## config.mk

```make
export PLATFORM = sky130hd
export DESIGN_NAME = alut_age_sched
export DESIGN_NICKNAME = d
export VERILOG_FILES = /design/src/rtl/alut_age_sched.sv
export SDC_FILE = /design/constraint.sdc
export NUM_CORES = 1
export LEC_CHECK = 0
export CORE_MARGIN = 1.5
export CORE_UTILIZATION = 40
export DETAILED_ROUTE_END_ITERATION = 6
export PLACE_DENSITY_LB_ADDON = 0.08
export SKIP_CTS_REPAIR_TIMING = 1
export SLEW_MARGIN = 20
export SYNTH_ARGS = -nofsm -noshare
export SYNTH_HDL_FRONTEND = slang
export SYNTH_SLANG_ARGS = --single-unit
```

## constraint.sdc

```tcl
create_clock -name pclk -period 6.1 [get_ports pclk]
set_input_delay 0.915 -clock pclk [delete_from_list [all_inputs] [get_ports pclk]]
set_output_delay 0.915 -clock pclk [all_outputs]
set_load 0.005 [all_outputs]
```

## src/rtl/alut_age_sched.sv

```systemverilog
// Aging sweep controller for the address lookup table: walks every entry via the
// age-side port, clears the valid bit of stale entries and counts how many it removed.
module alut_age_sched #(
  parameter int DW = 83,
  parameter int DD = 256,
  parameter int TW = 16
) (
  input  logic          pclk,
  input  logic          p_reset,
  input  logic          age_en,
  input  logic          sweep_start,
  input  logic [TW-1:0] cur_time,
  input  logic [TW-1:0] age_limit,
  input  logic [7:0]    mem_addr_add,
  input  logic          mem_write_add,
  input  logic [DW-1:0] mem_read_data_age,
  output logic [7:0]    mem_addr_age,
  output logic          mem_write_age,
  output logic [DW-1:0] mem_write_data_age,
  output logic          sweep_busy,
  output logic          sweep_done,
  output logic [8:0]    aged_count
);

  typedef enum logic [1:0] {S_IDLE, S_RD, S_CHK, S_WR} state_t;

  localparam logic [7:0] LAST = 8'(DD - 1);

  state_t        state, state_nx;
  logic [7:0]    idx;
  logic          coll_rd;
  logic          hit, stale;
  logic          start, latch, commit, advance, abort, finish;
  logic [TW-1:0] stamp, age;

  // The index register doubles as the registered age-side address.
  assign mem_addr_age = idx;

  always_comb begin
    state_nx      = state;
    start         = 1'b0;
    latch         = 1'b0;
    commit        = 1'b0;
    advance       = 1'b0;
    abort         = 1'b0;
    finish        = 1'b0;
    hit           = mem_write_add && (mem_addr_add == idx);
    stamp         = mem_read_data_age[DW-2 -: TW];
    age           = cur_time - stamp;
    stale         = mem_read_data_age[DW-1] && (age > age_limit);
    mem_write_age = (state == S_WR) && !hit && !p_reset;

    case (state)
      S_IDLE: begin
        if (sweep_start && age_en && !sweep_done) begin
          start    = 1'b1;
          state_nx = S_RD;
        end
      end
      S_RD: state_nx = S_CHK;
      S_CHK: begin
        if (coll_rd || hit) begin
          state_nx = S_RD;
        end else if (stale) begin
          latch    = 1'b1;
          state_nx = S_WR;
        end else begin
          advance  = 1'b1;
        end
      end
      S_WR: begin
        if (hit) begin
          state_nx = S_RD;
        end else begin
          commit   = 1'b1;
          advance  = 1'b1;
        end
      end
      default: state_nx = S_IDLE;
    endcase

    // A committed write in WR finishes before an age_en abort takes effect.
    if (advance) begin
      if (!age_en) begin
        abort    = 1'b1;
        state_nx = S_IDLE;
      end else if (idx == LAST) begin
        finish   = 1'b1;
        state_nx = S_IDLE;
      end else begin
        state_nx = S_RD;
      end
    end
  end

  always_ff @(posedge pclk) begin
    if (p_reset) begin
      state              <= S_IDLE;
      idx                <= '0;
      coll_rd            <= 1'b0;
      mem_write_data_age <= '0;
      sweep_busy         <= 1'b0;
      sweep_done         <= 1'b0;
      aged_count         <= '0;
    end else begin
      state      <= state_nx;
      coll_rd    <= (state == S_RD) && hit;
      sweep_done <= finish;
      if (start) begin
        idx        <= '0;
        aged_count <= '0;
        sweep_busy <= 1'b1;
      end
      if (finish || abort)
        sweep_busy <= 1'b0;
      if (advance && !abort && !finish)
        idx <= idx + 8'd1;
      if (commit)
        aged_count <= aged_count + 9'd1;
      if (latch)
        mem_write_data_age <= {1'b0, mem_read_data_age[DW-2:0]};
    end
  end

endmodule

```

==> results of run 1 <==
flip-flops by register name, indices dropped and copies added (netlist names):
| signal | flops |
|---|---|
| aged_count | 9 |
| coll_rd | 1 |
| mem_addr_age | 8 |
| mem_write_data_age | 82 |
| state | 2 |
| sweep_busy | 1 |
| sweep_done | 1 |
critical path, stage by stage:
cell and delay [ns]:
clkdlybuf4s50_1 0.48, inv_1 0.05, ha_1 0.32, a21oi_1 0.25, inv_1 0.09, o311ai_0 0.52
a21oi_1 0.18, a211oi_1 0.38, a21oi_1 0.14, xnor2_1 0.14, ha_1 0.29, nand4_1 0.10
or4b_1 0.50, a21o_1 0.17, a21o_1 0.23, a21boi_4 0.18, buf_12 0.35, mux2i_1 0.26
nor2_1 0.06
layout by cell type (no fill, tap or decap), types with 12 or more instances in the layout:
| cell | netlist | final |
|---|---|---|
| clkdlybuf4s50_1 | 0 | 228 |
| dfxtp_1 | 104 | 104 |
| nor2_1 | 100 | 100 |
| mux2i_1 | 82 | 82 |
| inv_1 | 41 | 41 |
| ha_1 | 37 | 37 |
| a21oi_1 | 29 | 29 |
| nand2_1 | 24 | 24 |
| xnor2_1 | 16 | 16 |
| nand3_1 | 14 | 14 |
| o21ai_0 | 12 | 12 |
power by group through the flow:
stage	Sequential (mW)	Clock, mW	Combinational, mW
after CTS	0.691	0.671	0.290
after global placement	0.707	0	0.281
final	0.691	0.649	0.287
after detailed placement	0.707	0	0.288
after floorplan	0.707	0	0.157
after global routing	0.692	0.695	0.320
cells by family (layout without fill, tap and decap cells):
| logic type | after synthesis | in the layout | share of synthesized area |
|---|---|---|---|
| flip-flops | 104 | 104 | 0.386 |
| multiplexers | 83 | 83 | 0.154 |
| buffers and inverters | 63 | 289 | 0.0717 |
| adder cells (fa/ha/maj) | 38 | 38 | 0.0896 |
| AND/OR/NAND/NOR | 184 | 184 | 0.156 |
| XOR/XNOR | 20 | 20 | 0.0325 |
| other | 1 | 1 | 0.000696 |
| AO/OA/AOI/OAI | 84 | 84 | 0.109 |
cell type report:
class	count	area share
Inverter	41	0.0191
Multi-Input combinational cell	410	0.364
Timing Repair Buffer	232	0.289
Clock buffer	9	0.0280
Sequential cell	104	0.259
Clock inverter	7	0.0135
Tap cell	176	0.0274
through the flow:
step / area [um2] / power (mW) / util
2_1_floorplan: 5390 / 0.863 / -
3_3_place_gp: 7700 / 0.987 / 0.584
3_5_place_dp: 7700 / 0.995 / 0.584
4_1_cts: 8040 / 1.65 / 0.609
5_1_grt: 8040 / 1.71 / 0.609
6_report: 8040 / 1.63 / 0.609
path summary, 6_finish.rpt:
path | cells past startpoint | slack, ns | from | end
worst max-delay path | 19 | 0.63 | mem_read_data_age[72] | mem_write_data_age[10]
worst min-delay path | 2 | 0.49 | sweep_busy | sweep_busy
worst max register to register | 7 | 3.34 | mem_addr_age[5] | mem_addr_age[7]
worst min register to register | 2 | 0.49 | sweep_busy | sweep_busy
routing by layer:
layer / up-vias / part of all wire / global-route usage / routed length [um]
met5: - / 0 / 0 / 0
met4: 0 / 0.017 / 0.0625 / 242
met3: 16 / 0.074 / 0.0656 / 1060
met2: 156 / 0.49 / 0.350 / 6990
met1: 2210 / 0.42 / 0.228 / 5960
li1: 2425 / - / - / -
==> summary.md, run 1 <==
| Metric | Value |
|---|---|
| Footprint of the multi-input gates | about 2900 um2 |
| Area contributors post-synth | dfxtp_1 39%, mux2i_1 15%, ha_1 8.6%, nor2_1 7.0%, buf_12 3.3% |
| Fmax | 183 MHz |
| Pin count of the biggest net entering global routing | 67 |
| Port bufs | 229 |
| Worst setup margin | ~0.63 ns |
| Period minus WS final | 5.47 ns |
| Routed Wire Length | approximately 14000 um |
| CTS tree | yes |
| Total Nets Final | 964 |
| Setup TNS | 0 ns |
| Leakage power | roughly 3 nW |
| Final ANT Viol Nets | 0 |
| Register area share after synthesis | 0.386 |
| Comb power frac | 0.177 |
| Yosys top cell area share | 0.386 |
| Initial core utilization | 0.409 |
| Number of remaining DRC errors | 0 |
| Critical path arrival | 5.70 ns |
| Critical Path End Type | flop |
| Synth Instances | 577 |
| Initial antenna violation count | 0 |
| Peak supply drop | 0.000176 V |
| Syn Nets | 743 |
| Hold WS | 0.487 ns |
| CTS root buf | clkbuf_16 |
| Drt first pass iters | 4 |
| Avg WL per Cell | roughly 15 um |
| Grt ovf | 0 |
| Setup WS pre-CTS | about 0.29 ns |
| Status | completed |
| Critical path class | input port to flop |
| Max Clock Skew | 0.0108 ns |
| H-tree Lvls | 3 |
| Placed cells | slightly below 1000 |
| Slew @ Worst Pin | roughly 0.9 ns |
| Worst-skew pair later-pin latency | 0.35 ns |
| Final-report hold violation count | 0 |
| Top_reg_cell synth | dfxtp_1 |
| Final Non-Filler Cells | 979 |
| Vias in the first global route | 4722 |
| Final period utilization | 0.896 |
| RD Place Congestion | 0.822 |
| Clock power share | 0.399 |
| Worst min path class | flop to flop |
| CTS Buffer Depth | 2 |
| Via density | 4.91 |
| First DRT Iteration DRCs | 236 |
| Row cnt | 42 |
| Max-slew violations | 0 |
| CORE AREA | 13200 um2 |
| Area Growth Syn to Fin | 49.1% |
| Commonest cells in the netlist | 104 x dfxtp_1, 100 x nor2_1, 82 x mux2i_1 |
| Synth area leader | dfxtp_1 |
| # IOs | 231 |
| CP Max Fanout | 66 |
| CTS Sinks | around 100 |
| Seq cells post-synth | roughly 100 |
| Die width | 119 um |
| Number of max-cap violations | 0 |
| Fillcell total | about 1100 |
| Psw | 415 uW |
| TritonCTS Buffers | 9 |
| Mapped cell area | 5390 um2 |
| Count leader, synth | dfxtp_1 |
| RSZ-0062 raised after global routing | false |
| Pwr per Cell Area | 203 nW/um2 |
| Post-Syn Area per Cell | slightly above 9 um2 |
| Fraction of layout cells with a size suffix above 1 | 0.0374 |
| Post-synth EDFFs | 0 |
| Crit path required time | 6.33 ns |
| Worst-path clk slew | 0.08 ns |
| Pint | 1.21 mW |
| ANT cells | 0 |
| Share of flip-flops with an asynchronous set or reset | 0 |
| Die height | 119 um |
| Yosys warning count | 0 |
| Netlist cell types | between 50 and 60 |
| Element type at the critical path start | input port |
| Slew margin rel. | 0.413 |
| HPWL Detailed | 10800 um |
| Seq. cell area | 2080 um2 |
| Vias post-DR | around 4800 |
| Endpoints failing setup | 0 |
| First-pass GRT wire length | roughly 23000 um |
| DIE AREA | 14200 um2 |
| Total Routing Usage GR | 0.199 |
| Sequential power share | 0.425 |
| Switching part of the total | 0.255 |
(Power assumes the default switching activity.)
==> run 2: changes to the inputs <==
TNS_END_PERCENT = 50   (was default)
==> results of run 2 <==
The final DEF is identical to that of run 1; final timing and power are the same.
==> run 3: changes to the inputs <==
CTS_CLUSTER_SIZE = 25   (was default)
SETUP_SLACK_MARGIN = 0.3   (was default)
==> results of run 3 <==
The final DEF is identical to that of run 1; final timing and power are the same.
